**config.mk**
```make
export PLATFORM = sky130hd
export DESIGN_NAME = popcount_ingress_flat
export DESIGN_NICKNAME = d
export VERILOG_FILES = /design/src/rtl/popcount_ingress_if.sv /design/src/rtl/popcount_ingress.sv /design/src/flat_wrapper.sv
export SDC_FILE = /design/constraint.sdc
export NUM_CORES = 1
export LEC_CHECK = 0
export ABC_AREA = 1
export BUFFER_PORTS_ARGS = -buffer_cell sky130_fd_sc_hd__buf_2
export CORE_ASPECT_RATIO = 0.75
export CORE_MARGIN = 5
export CORE_UTILIZATION = 50
export CTS_BUF_LIST = sky130_fd_sc_hd__clkbuf_2 sky130_fd_sc_hd__clkbuf_4 sky130_fd_sc_hd__clkbuf_8
export DETAILED_ROUTE_END_ITERATION = 10
export PLACE_DENSITY = 0.69
export REMOVE_ABC_BUFFERS = 1
export SLEW_MARGIN = 10
export SYNTH_ARGS = -nofsm -noshare
export SYNTH_HDL_FRONTEND = slang
export SYNTH_SLANG_ARGS = --single-unit
```
**constraint.sdc**
```tcl
create_clock -name S_AXIS_ACLK -period 3.6 [get_ports S_AXIS_ACLK]
set_input_delay 0.72 -clock S_AXIS_ACLK [delete_from_list [all_inputs] [get_ports S_AXIS_ACLK]]
set_output_delay 0.72 -clock S_AXIS_ACLK [all_outputs]
set_load 0.03 [all_outputs]
```
**src/rtl/popcount_ingress_if.sv**
```systemverilog
// Bundle of stream, MMIO and status signals between the ingress stage and its neighbours.
// The slave modport is the ingress block's view; master is the surrounding system's view.
interface popcount_ingress_if #(
   parameter int DEPTH = 8
);
   localparam int LW = $clog2(DEPTH) + 1;

   logic [31:0]   S_AXIS_TDATA;
   logic [3:0]    S_AXIS_TKEEP;
   logic          S_AXIS_TLAST;
   logic          S_AXIS_TVALID;
   logic          S_AXIS_TREADY;
   logic [31:0]   WRITE_DATA;
   logic          WRITE_VALID;
   logic          WRITE_DROP;
   logic          FLUSH;
   logic [31:0]   M_AXIS_TDATA;
   logic          M_AXIS_TLAST;
   logic          M_AXIS_TVALID;
   logic          M_AXIS_TREADY;
   logic [LW-1:0] LEVEL;
   logic          PKT_DONE;
   logic          BUSY;

   modport slave (
      input  S_AXIS_TDATA, S_AXIS_TKEEP, S_AXIS_TLAST, S_AXIS_TVALID,
      output S_AXIS_TREADY,
      input  WRITE_DATA, WRITE_VALID, FLUSH,
      output WRITE_DROP,
      output M_AXIS_TDATA, M_AXIS_TLAST, M_AXIS_TVALID,
      input  M_AXIS_TREADY,
      output LEVEL, PKT_DONE, BUSY
   );

   modport master (
      output S_AXIS_TDATA, S_AXIS_TKEEP, S_AXIS_TLAST, S_AXIS_TVALID,
      input  S_AXIS_TREADY,
      output WRITE_DATA, WRITE_VALID, FLUSH,
      input  WRITE_DROP,
      input  M_AXIS_TDATA, M_AXIS_TLAST, M_AXIS_TVALID,
      output M_AXIS_TREADY,
      input  LEVEL, PKT_DONE, BUSY
   );
endinterface

```
**src/rtl/popcount_ingress.sv**
```systemverilog
// Ingress stage ahead of popcount: merges DMA beats and MMIO words into one stream,
// masks invalid bytes, and keeps DMA packets contiguous in a DEPTH-entry FIFO.
//
// state   | meaning
// IDLE    | between transfers; MMIO writes accepted, priority over DMA
// IN_PKT  | inside a DMA transfer; MMIO writes dropped
// DISCARD | draining the remainder of a flushed transfer; beats accepted, not stored
module popcount_ingress #(
   parameter int DEPTH = 8
) (
   input  logic                S_AXIS_ACLK,
   input  logic                S_AXIS_ARESET,
   popcount_ingress_if.slave   bus
);
   localparam int PW = $clog2(DEPTH);
   localparam int LW = PW + 1;

   typedef enum logic [1:0] {IDLE, IN_PKT, DISCARD} state_t;

   state_t         state_q, state_d;
   logic [32:0]    mem_q [DEPTH];
   logic [PW-1:0]  wr_ptr_q, rd_ptr_q;
   logic [LW-1:0]  level_q;
   logic           drop_q, drop_d;
   logic           pkt_done_q;
   logic           full, empty, push, pop, tready;
   logic [31:0]    masked, push_data;
   logic           push_last;

   assign full  = (level_q == LW'(DEPTH));
   assign empty = (level_q == '0);
   // A flush discards the head, so it must not count as a pop (no PKT_DONE).
   assign pop   = !empty && bus.M_AXIS_TREADY && !bus.FLUSH;

   always_comb begin
      masked = '0;
      for (int i = 0; i < 4; i++)
         masked[8*i +: 8] = bus.S_AXIS_TKEEP[i] ? bus.S_AXIS_TDATA[8*i +: 8] : 8'h00;
   end

   always_comb begin
      state_d   = state_q;
      tready    = 1'b0;
      push      = 1'b0;
      push_data = masked;
      push_last = bus.S_AXIS_TLAST;
      drop_d    = 1'b0;
      case (state_q)
         IDLE: begin
            if (bus.WRITE_VALID && !full && !bus.FLUSH) begin
               push      = 1'b1;
               push_data = bus.WRITE_DATA;
               push_last = 1'b1;
            end else begin
               tready = !full && !bus.FLUSH;
               drop_d = bus.WRITE_VALID;
            end
            if (tready && bus.S_AXIS_TVALID) begin
               push = 1'b1;
               if (!bus.S_AXIS_TLAST) state_d = IN_PKT;
            end
         end
         IN_PKT: begin
            tready = !full && !bus.FLUSH;
            drop_d = bus.WRITE_VALID;
            if (tready && bus.S_AXIS_TVALID) begin
               push = 1'b1;
               if (bus.S_AXIS_TLAST) state_d = IDLE;
            end
            if (bus.FLUSH) state_d = DISCARD;
         end
         DISCARD: begin
            tready = !bus.FLUSH;
            drop_d = bus.WRITE_VALID;
            if (tready && bus.S_AXIS_TVALID && bus.S_AXIS_TLAST) state_d = IDLE;
         end
         default: state_d = IDLE;
      endcase
   end

   always_ff @(posedge S_AXIS_ACLK) begin
      if (S_AXIS_ARESET) begin
         state_q    <= IDLE;
         wr_ptr_q   <= '0;
         rd_ptr_q   <= '0;
         level_q    <= '0;
         drop_q     <= 1'b0;
         pkt_done_q <= 1'b0;
      end else begin
         state_q    <= state_d;
         drop_q     <= drop_d;
         pkt_done_q <= pop && mem_q[rd_ptr_q][32];
         if (bus.FLUSH) begin
            wr_ptr_q <= '0;
            rd_ptr_q <= '0;
            level_q  <= '0;
         end else begin
            if (push) wr_ptr_q <= wr_ptr_q + PW'(1);
            if (pop)  rd_ptr_q <= rd_ptr_q + PW'(1);
            if (push && !pop)      level_q <= level_q + LW'(1);
            else if (pop && !push) level_q <= level_q - LW'(1);
         end
      end
   end

   // Storage needs no reset: entries are only observed below the level count.
   always_ff @(posedge S_AXIS_ACLK) begin
      if (push && !bus.FLUSH) mem_q[wr_ptr_q] <= {push_last, push_data};
   end

   assign bus.S_AXIS_TREADY = tready && !S_AXIS_ARESET;
   assign bus.M_AXIS_TVALID = !empty;
   assign bus.M_AXIS_TDATA  = mem_q[rd_ptr_q][31:0];
   assign bus.M_AXIS_TLAST  = mem_q[rd_ptr_q][32];
   assign bus.LEVEL         = level_q;
   assign bus.WRITE_DROP    = drop_q;
   assign bus.PKT_DONE      = pkt_done_q;
   assign bus.BUSY          = (state_q != IDLE) || !empty;
endmodule

```
**src/flat_wrapper.sv**
```systemverilog
// flat-port wrapper written by rule: the top's interface ports become plain ports
module popcount_ingress_flat 
#(
   parameter int DEPTH = 8
)
  (S_AXIS_ACLK, S_AXIS_ARESET, bus_S_AXIS_TDATA, bus_S_AXIS_TKEEP, bus_S_AXIS_TLAST, bus_S_AXIS_TVALID, bus_S_AXIS_TREADY, bus_WRITE_DATA, bus_WRITE_VALID, bus_FLUSH, bus_WRITE_DROP, bus_M_AXIS_TDATA, bus_M_AXIS_TLAST, bus_M_AXIS_TVALID, bus_M_AXIS_TREADY, bus_LEVEL, bus_PKT_DONE, bus_BUSY);
  popcount_ingress_if #(.DEPTH(DEPTH)) bus_i ();
  input  logic S_AXIS_ACLK;
  input  logic S_AXIS_ARESET;
  input wire logic [$bits(bus_i.S_AXIS_TDATA)-1:0] bus_S_AXIS_TDATA;
  input wire logic [$bits(bus_i.S_AXIS_TKEEP)-1:0] bus_S_AXIS_TKEEP;
  input wire logic [$bits(bus_i.S_AXIS_TLAST)-1:0] bus_S_AXIS_TLAST;
  input wire logic [$bits(bus_i.S_AXIS_TVALID)-1:0] bus_S_AXIS_TVALID;
  output wire logic [$bits(bus_i.S_AXIS_TREADY)-1:0] bus_S_AXIS_TREADY;
  input wire logic [$bits(bus_i.WRITE_DATA)-1:0] bus_WRITE_DATA;
  input wire logic [$bits(bus_i.WRITE_VALID)-1:0] bus_WRITE_VALID;
  input wire logic [$bits(bus_i.FLUSH)-1:0] bus_FLUSH;
  output wire logic [$bits(bus_i.WRITE_DROP)-1:0] bus_WRITE_DROP;
  output wire logic [$bits(bus_i.M_AXIS_TDATA)-1:0] bus_M_AXIS_TDATA;
  output wire logic [$bits(bus_i.M_AXIS_TLAST)-1:0] bus_M_AXIS_TLAST;
  output wire logic [$bits(bus_i.M_AXIS_TVALID)-1:0] bus_M_AXIS_TVALID;
  input wire logic [$bits(bus_i.M_AXIS_TREADY)-1:0] bus_M_AXIS_TREADY;
  output wire logic [$bits(bus_i.LEVEL)-1:0] bus_LEVEL;
  output wire logic [$bits(bus_i.PKT_DONE)-1:0] bus_PKT_DONE;
  output wire logic [$bits(bus_i.BUSY)-1:0] bus_BUSY;
  assign bus_i.S_AXIS_TDATA = bus_S_AXIS_TDATA;
  assign bus_i.S_AXIS_TKEEP = bus_S_AXIS_TKEEP;
  assign bus_i.S_AXIS_TLAST = bus_S_AXIS_TLAST;
  assign bus_i.S_AXIS_TVALID = bus_S_AXIS_TVALID;
  assign bus_S_AXIS_TREADY = bus_i.S_AXIS_TREADY;
  assign bus_i.WRITE_DATA = bus_WRITE_DATA;
  assign bus_i.WRITE_VALID = bus_WRITE_VALID;
  assign bus_i.FLUSH = bus_FLUSH;
  assign bus_WRITE_DROP = bus_i.WRITE_DROP;
  assign bus_M_AXIS_TDATA = bus_i.M_AXIS_TDATA;
  assign bus_M_AXIS_TLAST = bus_i.M_AXIS_TLAST;
  assign bus_M_AXIS_TVALID = bus_i.M_AXIS_TVALID;
  assign bus_i.M_AXIS_TREADY = bus_M_AXIS_TREADY;
  assign bus_LEVEL = bus_i.LEVEL;
  assign bus_PKT_DONE = bus_i.PKT_DONE;
  assign bus_BUSY = bus_i.BUSY;
  popcount_ingress #(.DEPTH(DEPTH)) u_core (.S_AXIS_ACLK(S_AXIS_ACLK), .S_AXIS_ARESET(S_AXIS_ARESET), .bus(bus_i));
endmodule
```
==> results_dict.tcl, run 1 <==
set metrics [dict create \
    viasPerCell 5.49 \
    clk_pin_slew_ns 0.06 \
    grt_pass1_vias 7535 \
    r2r_slack_ns 1.02 \
    gp_congestion 0.747 \
    slew_headroom_pct 29.4 \
    cp.required_ns 2.88 \
    synth.yosys.seq_area_share_pct 70.5 \
    die_w_um 187 \
    drtPass1Iterations 5 \
    wirelength_mm 26.9 \
    insertion_delay_ns 0.55 \
    worstSetupPathType "reg2out" \
    final_cells 1459 \
    crit_path_max_fanout 60 \
    gr-usage-all-layers_pct 20.0 \
    core-area_mm2 0.0231 \
    cts.sinks 281 \
    cts_tree "built" \
    cellPowerDensity_mw_per_mm2 574 \
    cp-start-kind "flop" \
    vias 8015 \
    numCtsBuffers 44 \
    synth_cell_types 33 \
    period_share_pct 88.6 \
    io_buffers 116 \
    dieArea_mm2 0.0266 \
    worstPathArrival_ns 2.47 \
    synth.avg_cell_area_um2 11.8 \
    place_inst 1377 \
    holdCritPathClass "reg2reg" \
    end_kind "primary output" \
    cts_max_path_buffers 3 \
    synthCells 997 \
    initial_core_util_pct 50.8 \
    nets 1208 \
    clock.fmax_ghz 0.314 \
    grt_pass1_wl_mm 42.2 \
    antenna_found_initial 0 \
    die_h_um 143 \
    worst_pin_slew_ns 1.05 \
    syn-cell-area_mm2 0.0117 \
    period_needed_ns 3.19 \
    area_growth_pct 15.0 \
    worstRegToRegCells 5 \
    grt_max_degree 61 \
    drtAntennaViolNets 0 \
    wl_per_cell_um 18.5 \
    r2r-start "u_core.state_q[0]$_SDFFE_PP0P_" \
    place_ws_ns 0.636 \
    drv_slew 0 \
    dpl-instance-area_mm2 0.0126 \
    design_area_mm2 0.0135 \
    regToRegEndpoint "u_core.mem_q[7][19]$_DFFE_PP_" \
    initialDrtViolationCount 725 \
    dpl.hpwl_mm 15.4 \
    status "finished clean" \
    ir_drop_v 0.000317 \
    hold_viol 0 \
    drive_gt1_share_pct 20.5 \
    cts-htree-levels 2 \
    ys_ff_latch 281 \
    holdWs_ns 0.455 \
    n_antenna_cell 0 \
    overflow 0 \
    cts-root-buf "clkbuf_8" \
    max_cap_viol_count 0 \
    rsz0062_at_grt "false" \
    ys_warn_count 0 \
    hp-start "u_core.rd_ptr_q[2]$_SDFFE_PP0P_" \
    finalSetupViolCount 0 \
    skew_ns 0.0210 \
    setup_ws_ns 0.411 \
    hold_depth 2 \
    ios 117 \
    route.detailed.drc 0 \
    num_rows 48 \
    p_leak_nw 5.10 \
]
layout by cell type (no fill, tap or decap), types with 2 or more instances in the layout:
master	instances
edfxtp_1	264
nor2_1	145
o21ai_0	131
nand2_1	128
buf_2	116
o22ai_1	65
inv_1	56
clkbuf_8	45
nand3_1	42
o21ai_1	37
buf_4	24
clkbuf_4	18
dfxtp_1	15
a21oi_1	11
clkinv_1	10
ha_1	9
clkinv_2	6
nor2_4	4
nor3_4	4
nand2_4	3
o21ai_2	3
nand4_1	3
nor2_2	2
inv_4	2
xor2_1	2
clkinvlp_4	2
buf_12	2
power breakdown:
| part | leakage, nW | total, mW | switching, mW | internal [mW] |
|---|---|---|---|---|
| Sequential | 2.55 | 3.83 | 0.0449 | 3.78 |
| Clock | 0.460 | 2.61 | 1.19 | 1.43 |
| Combinational | 2.09 | 1.30 | 0.939 | 0.356 |
| Total | 5.10 | 7.74 | 2.17 | 5.56 |
kinds of logic after synthesis:
| logic type | after synthesis | synth area share, % |
|---|---|---|
| simple gates | 336 | 12.0 |
| flops | 281 | 70.5 |
| compound gates | 248 | 11.4 |
| buf+inv | 120 | 4.79 |
| fa+ha+maj | 10 | 1.13 |
| xor+xnor | 2 | 0.149 |
routing by layer:
| metal | vias up | wire length, um | global-route usage [%] |
|---|---|---|---|
| li1 | 3812 | - | - |
| met1 | 3875 | 12500 | 29.5 |
| met2 | 299 | 12300 | 30.7 |
| met3 | 29 | 1760 | 3.97 |
| met4 | 0 | 333 | 5.29 |
| met5 | - | 0 | 0 |
repair_timing:
item                                    CTS  global route
endpoints found under the setup margin    0            26
gates resized for setup                   0             1
buffers inserted                          0             0
hold buffers                              0             0
registers in the layout, indices dropped and copies added (netlist names), named ones only:
register / cells
u_core.mem_q: 264
u_core.bus.LEVEL: 4
u_core.rd_ptr_q: 3
u_core.state_q: 2
u_core.wr_ptr_q: 3
u_core.bus.PKT_DONE: 1
u_core.bus.WRITE_DROP: 1
metrics by stage:
step / power [mW] / setup TNS, ns / util [%]
floorplan: 4.75 / -47.47 / -
global placement: 5.17 / 0 / 54.7
detailed placement: 5.19 / 0 / 54.7
CTS: 7.80 / 0 / 58.5
global route: 8.10 / 0 / 58.5
finish: 7.74 / 0 / 58.5
cell type report:
class / instances / area (um2)
sequential: 281 / 8270
timing repair buffer: 142 / 801
clock inverter: 19 / 113
tap: 300 / 375
fill: 1931 / 9580
inverter: 58 / 223
multi-input combinational: 596 / 2950
clock buffer: 63 / 754
Yosys cell counts, drive strengths merged:
cell type,instances,area [um2]
nor3,5,45.0
edfxtp,264,7930
xor2,2,17.5
fa,1,20.0
o211ai,1,7.51
ha,9,113
nand4,5,52.6
buf,36,241
inv,58,220
dfxtp,17,340
nand3,42,210
a21oi,11,55.1
nor2,151,572
o21ai,171,867
or2,1,6.26
clkbuf,26,100
nand2,132,521
o22ai,65,407
critical path, stage by stage, from the launching register on:
cell      delay, ns
dfxtp_4        0.53
buf_4          0.56
nor2_1         0.11
nor2_1         0.10
o21ai_0        0.09
o211ai_1       0.13
o21ai_1        0.12
inv_1          0.07
buf_2          0.19
worst max-delay path by stage:
| stage | cells past startpoint | endpoint | from | slack, ns |
|---|---|---|---|---|
| global placement | 7 | bus_M_AXIS_TDATA[24] | flop | 0.69 |
| detailed placement | 7 | bus_M_AXIS_TDATA[9] | flop | 0.64 |
| finish | 8 | bus_M_AXIS_TLAST | flop | 0.41 |
| global route | 8 | bus_M_AXIS_TLAST | flop | 0.15 |
| CTS | 7 | bus_M_AXIS_TDATA[9] | flop | 0.04 |
| floorplan | 5 | bus_M_AXIS_TLAST | flop | -1.47 |
Power figures use the tool's default switching activity.
==> inputs of run 2 (changes only) <==
--- a/config.mk
+++ b/config.mk
@@ -6,13 +6,15 @@
 export NUM_CORES = 1
 export LEC_CHECK = 0
 export ABC_AREA = 1
-export BUFFER_PORTS_ARGS = -buffer_cell sky130_fd_sc_hd__buf_2
+export BUFFER_PORTS_ARGS = -buffer_cell sky130_fd_sc_hd__buf_4
+export CELL_PAD_IN_SITES_DETAIL_PLACEMENT = 0
+export CELL_PAD_IN_SITES_GLOBAL_PLACEMENT = 1
 export CORE_ASPECT_RATIO = 0.75
 export CORE_MARGIN = 5
-export CORE_UTILIZATION = 50
+export CORE_UTILIZATION = 49
 export CTS_BUF_LIST = sky130_fd_sc_hd__clkbuf_2 sky130_fd_sc_hd__clkbuf_4 sky130_fd_sc_hd__clkbuf_8
 export DETAILED_ROUTE_END_ITERATION = 10
-export PLACE_DENSITY = 0.69
+export PLACE_DENSITY_LB_ADDON = 0.1
 export REMOVE_ABC_BUFFERS = 1
 export SLEW_MARGIN = 10
 export SYNTH_ARGS = -nofsm -noshare
==> constraint.sdc (replaced) <==
create_clock -name S_AXIS_ACLK -period 3.1 [get_ports S_AXIS_ACLK]
set_input_delay 0.62 -clock S_AXIS_ACLK [delete_from_list [all_inputs] [get_ports S_AXIS_ACLK]]
set_output_delay 0.62 -clock S_AXIS_ACLK [all_outputs]
set_load 0.03 [all_outputs]
==> run 2 against run 1 <==
Compared with the run above: clock power is 15% higher; combinational power is 28% higher; setup slack worse by 0.19 ns; register-to-register slack worse by 0.45 ns; critical path depth is 1 lower; largest power group unchanged; via count is 1.7% lower; sequential cell count stayed put; first-iteration DRC count is 20% lower.
==> results_dict.tcl, run 2 (synthesis gave the netlist of run 1 again) <==
set metrics [dict create \
    gr-usage-all-layers_pct 20.6 \
    clock.fmax_ghz 0.347 \
    worst_pin_slew_ns 0.983 \
    numCtsBuffers 44 \
    vias 7876 \
    place_ws_ns 0.309 \
    area_growth_pct 18.4 \
    drtPass1Iterations 5 \
    cts_max_path_buffers 3 \
    slew_headroom_pct 33.8 \
    min_to "u_core.bus.WRITE_DROP$_SDFF_PP0_" \
    cts-htree-levels 2 \
    rsz0062_at_grt "false" \
    n_antenna_cell 0 \
    viasPerCell 5.39 \
    post_cts_buffers 0 \
    ctsHoldBuffers 0 \
    clk_pin_slew_ns 0.06 \
    route.detailed.drc 0 \
    period_share_pct 93.0 \
    die_w_um 189 \
    cp.required_ns 2.48 \
    period_needed_ns 2.88 \
    skew_ns 0.0242 \
    cts_tree "built" \
    dpl-instance-area_mm2 0.0130 \
    finalSetupViolCount 0 \
    crit_path_max_fanout 28 \
    max_cap_viol_count 0 \
    holdCritPathClass "in2reg" \
    initial_core_util_pct 49.3 \
    largest_reg_flops 264 \
    dpl.hpwl_mm 16.1 \
    drive_gt1_share_pct 20.8 \
    overflow 0 \
    p_total_mw 9.10 \
    path_buf_inv 3 \
    nets 1211 \
    io_buffers 116 \
    core-area_mm2 0.0238 \
    hold_viol 0 \
    crit_family "buffers and inverters" \
    worstSetupPathType "reg2out" \
    wirelength_mm 28.2 \
    post_cts_resized 0 \
    regToRegEndpoint "u_core.bus.LEVEL[3]$_SDFFE_PP0P_" \
    crit_chain "inv_2 -> buf_4 -> o21ai_0 -> o22ai_1 -> nand2_1 -> nand2_1 -> buf_4" \
    fin_util_pct 58.4 \
    dieArea_mm2 0.0271 \
    insertion_delay_ns 0.54 \
    ios 117 \
    largest-register "u_core.mem_q" \
    cts-root-buf "clkbuf_8" \
    gp_congestion 0.809 \
    die_h_um 144 \
    drv_slew 0 \
    r2r_slack_ns 0.57 \
    design_area_mm2 0.0139 \
    antenna_found_initial 0 \
    worstRegToRegCells 14 \
    grt_pass1_vias 7512 \
    setup_ws_ns 0.217 \
    slowest_delay_ns 0.40 \
    wl_per_cell_um 19.3 \
    p_leak_nw 5.22 \
    slowest_stage "inv_2" \
    status "finished clean" \
    grt_pass1_wl_mm 43.4 \
    hp-start "S_AXIS_ARESET" \
    ir_drop_v 0.000294 \
    cellPowerDensity_mw_per_mm2 656 \
    cts.sinks 281 \
    initialDrtViolationCount 580 \
    worstPathArrival_ns 2.26 \
    r2r-start "u_core.bus.LEVEL[0]$_SDFFE_PP0P_" \
    hold_depth 3 \
    final_common_cell "edfxtp_1" \
    grt_max_degree 133 \
    cp-start-kind "flop" \
    drtAntennaViolNets 0 \
    layout_common_cells "edfxtp_1 (264), nor2_1 (145), buf_4 (135)" \
    end_kind "primary output" \
    num_rows 49 \
]
[run 2: per-stage QoR]
| step | setup TNS, ns | hold slack [ns] | cells |
|---|---|---|---|
| 6_report | 0 | 0.387 | 1460 |
| 5_1_grt | 0 | 0.388 | 1460 |
| 4_1_cts | 0 | 0.366 | 1460 |
| 3_5_place_dp | 0 | 0.479 | 1386 |
| 3_3_place_gp | 0 | 0.482 | 1386 |
| 2_1_floorplan | -173.93 | 0.433 | 935 |
[run 2: worst max path at each step]
| stage | slack (ns) | endpoint | depth (start not counted) | startpoint |
|---|---|---|---|---|
| CTS | 0.15 | bus_M_AXIS_TDATA[9] | 7 | flop |
| floorplan | -1.87 | bus_M_AXIS_TLAST | 5 | flop |
| detailed placement | 0.31 | u_core.bus.LEVEL[3]$_SDFFE_PP0P_ | 14 | bus_FLUSH |
| global route | 0.03 | bus_M_AXIS_TDATA[25] | 7 | flop |
| finish | 0.22 | bus_M_AXIS_TDATA[9] | 7 | flop |
| global placement | 0.32 | u_core.bus.LEVEL[3]$_SDFFE_PP0P_ | 14 | bus_FLUSH |
[run 2: worst min-delay path, stage by stage]
cell	delay, ns
buf_4	0.09
or2_2	0.11
nor3_1	0.04
[run 2: cell type report]
type	count	area [um2]
inverters	58	221
multi-input cells	596	2950
repair buffers	145	1210
flip-flops and latches	281	8270
fillers	1950	9910
well taps	306	383
clock inverters	10	72.6
clock buffers	64	768
[run 2: report_power, final]
group	switching (mW)	leakage, nW	internal, mW
Clock	1.35	0.452	1.66
Sequential	0.0408	2.55	4.39
Combinational	1.12	2.22	0.534
Total	2.51	5.22	6.59
[run 2: routing by layer]
layer  GRT usage (%)  wire length [um]  up-vias
li1                -                 -     3819
met1            30.5             13400     3769
met2            32.2             12700      253
met3            3.91              1730       35
met4            4.56               367        0
met5               0                 0        -
==> inputs of run 3 (changes only) <==
--- a/config.mk
+++ b/config.mk
@@ -6,7 +6,7 @@
 export NUM_CORES = 1
 export LEC_CHECK = 0
 export ABC_AREA = 1
-export BUFFER_PORTS_ARGS = -buffer_cell sky130_fd_sc_hd__buf_4
+export BUFFER_PORTS_ARGS = -buffer_cell sky130_fd_sc_hd__buf_2
 export CELL_PAD_IN_SITES_DETAIL_PLACEMENT = 0
 export CELL_PAD_IN_SITES_GLOBAL_PLACEMENT = 1
 export CORE_ASPECT_RATIO = 0.75
==> run 3 against run 2 <==
Compared with the run above: die area did not move; global-route usage fell by 0.50 points; sequential cell count did not move; highest routed layer unchanged; core utilization fell by 1.9 points; non-clock buffer count rose by 4; critical path type unchanged.
==> results_dict.tcl, run 3 (synthesis gave the netlist of run 1 again) <==
set metrics [dict create \
    largest-register "u_core.mem_q" \
    n_antenna_cell 0 \
    hold_viol 0 \
    drv_slew 0 \
    core-area_mm2 0.0238 \
    seqCellArea_mm2 0.00827 \
    final_common_cell "edfxtp_1" \
    worst_pin_slew_ns 0.925 \
    clk_pin_slew_ns 0.07 \
    layout_common_cells "edfxtp_1 (264), nor2_1 (145), o21ai_0 (131)" \
    initial_core_util_pct 49.3 \
    insertion_delay_ns 0.52 \
    num_rows 49 \
    period_needed_ns 2.87 \
    cts_tree "built" \
    dieArea_mm2 0.0271 \
    finalSetupViolCount 0 \
    max_cap_viol_count 0 \
    ctsHoldBuffers 0 \
    viasPerCell 5.31 \
    holdCritPathClass "in2reg" \
    p_leak_nw 5.07 \
    antenna_found_initial 0 \
    worstSetupPathType "reg2out" \
    setup_ws_ns 0.229 \
    wl_per_cell_um 18.9 \
    area_growth_pct 14.7 \
    multi_input_area_mm2 0.00295 \
    cp-start-kind "flop" \
    ios 117 \
    cts_max_path_buffers 3 \
    overflow 0 \
    slew_headroom_pct 37.6 \
    largest_reg_flops 264 \
    period_share_pct 92.6 \
    io_buffers 116 \
    drive_gt1_share_pct 20.4 \
    wirelength_mm 27.6 \
    dpl.hpwl_mm 15.7 \
    grt_max_degree 73 \
    rsz0062_at_grt "false" \
    crit_path_max_fanout 38 \
    cellPowerDensity_mw_per_mm2 646 \
    place_ws_ns 0.602 \
    skew_ns 0.0108 \
    cts-root-buf "clkbuf_8" \
    initialDrtViolationCount 523 \
    gr-usage-all-layers_pct 20.1 \
    route.detailed.drc 0 \
    n_fill_cell 2098 \
    cts-htree-levels 2 \
    drtAntennaViolNets 0 \
    vias 7746 \
    ir_drop_v 0.000381 \
    numCtsBuffers 42 \
    worstPathArrival_ns 2.25 \
    status "finished clean" \
    die_h_um 144 \
    cts.sinks 281 \
    end_kind "primary output" \
    cp.required_ns 2.48 \
    grt_pass1_wl_mm 42.3 \
    die_w_um 189 \
    holdWs_ns 0.383 \
    drtPass1Iterations 5 \
    grt_pass1_vias 7172 \
    nets 1213 \
    clock.fmax_ghz 0.348 \
    gp_congestion 0.765 \
]
## run 3: cell types whose count changed in the layout (fill, tap and decap cells not counted), moves of 3 or more
| cell | before | now |
|---|---|---|
| buf_12 | 10 | 4 |
| buf_2 | 0 | 116 |
| buf_4 | 135 | 29 |
| clkbuf_4 | 18 | 11 |
| clkbuf_8 | 46 | 42 |
| clkinv_1 | 5 | 8 |
## run 3: metrics by stage
| stage | power (mW) | instances | cell area (um2) | TNS [ns] | util, % |
|---|---|---|---|---|---|
| floorplan | 5.52 | 935 | 11400 | -173.93 | - |
| global placement | 6.05 | 1390 | 12700 | 0 | 53.4 |
| detailed placement | 6.06 | 1390 | 12700 | 0 | 53.4 |
| CTS | 8.77 | 1458 | 13400 | 0 | 56.5 |
| global route | 9.14 | 1458 | 13400 | 0 | 56.5 |
| finish | 8.68 | 1458 | 13400 | 0 | 56.5 |
## run 3: layer usage
layer | wire length (um) | part of all wire, % | track usage, % | vias up
li1 | - | - | - | 3819
met5 | 0 | 0 | 0 | -
met4 | 333 | 1.2 | 4.02 | 0
met3 | 1380 | 5.0 | 3.40 | 34
met2 | 12400 | 45 | 30.7 | 209
met1 | 13500 | 49 | 30.8 | 3684
## run 3: layout make-up
class,count,share of cell area (%)
flip-flops and latches,281,61.6
multi-input cells,596,21.9
repair buffers,149,6.54
clock buffers,53,4.92
well taps,306,2.85
inverters,58,1.66
clock inverters,15,0.549
## run 3: worst paths after layout
path	start	end	slack (ns)	cells after the start
max reg2reg	u_core.state_q[0]$_SDFFE_PP0P_	u_core.bus.LEVEL[3]$_SDFFE_PP0P_	0.68	16
max	flop	bus_M_AXIS_TDATA[22]	0.23	6
min reg2reg	u_core.rd_ptr_q[2]$_SDFFE_PP0P_	flop	0.45	2
min	S_AXIS_ARESET	u_core.bus.WRITE_DROP$_SDFF_PP0_	0.38	3
## run 3: critical path: stages (launching register included)
cell	delay, ns
dfxtp_4	0.55
buf_4	0.42
o21ai_0	0.15
o22ai_1	0.22
nand2_1	0.07
nand2_1	0.09
buf_2	0.20
## run 3: power by group
group          leakage (nW)  internal, mW  total, mW  switching [mW]
Clock                 0.386          1.39       2.71            1.32
Sequential             2.55          4.39       4.44          0.0497
Combinational          2.14         0.428       1.53            1.10
Total                  5.07          6.21       8.68            2.47
## run 3: timing repair
| action | 4_1_cts | 5_1_grt |
|---|---|---|
| endpoints found under the setup margin | 0 | 2 |
| setup buffers | 0 | 0 |
| resized for setup | 0 | 1 |
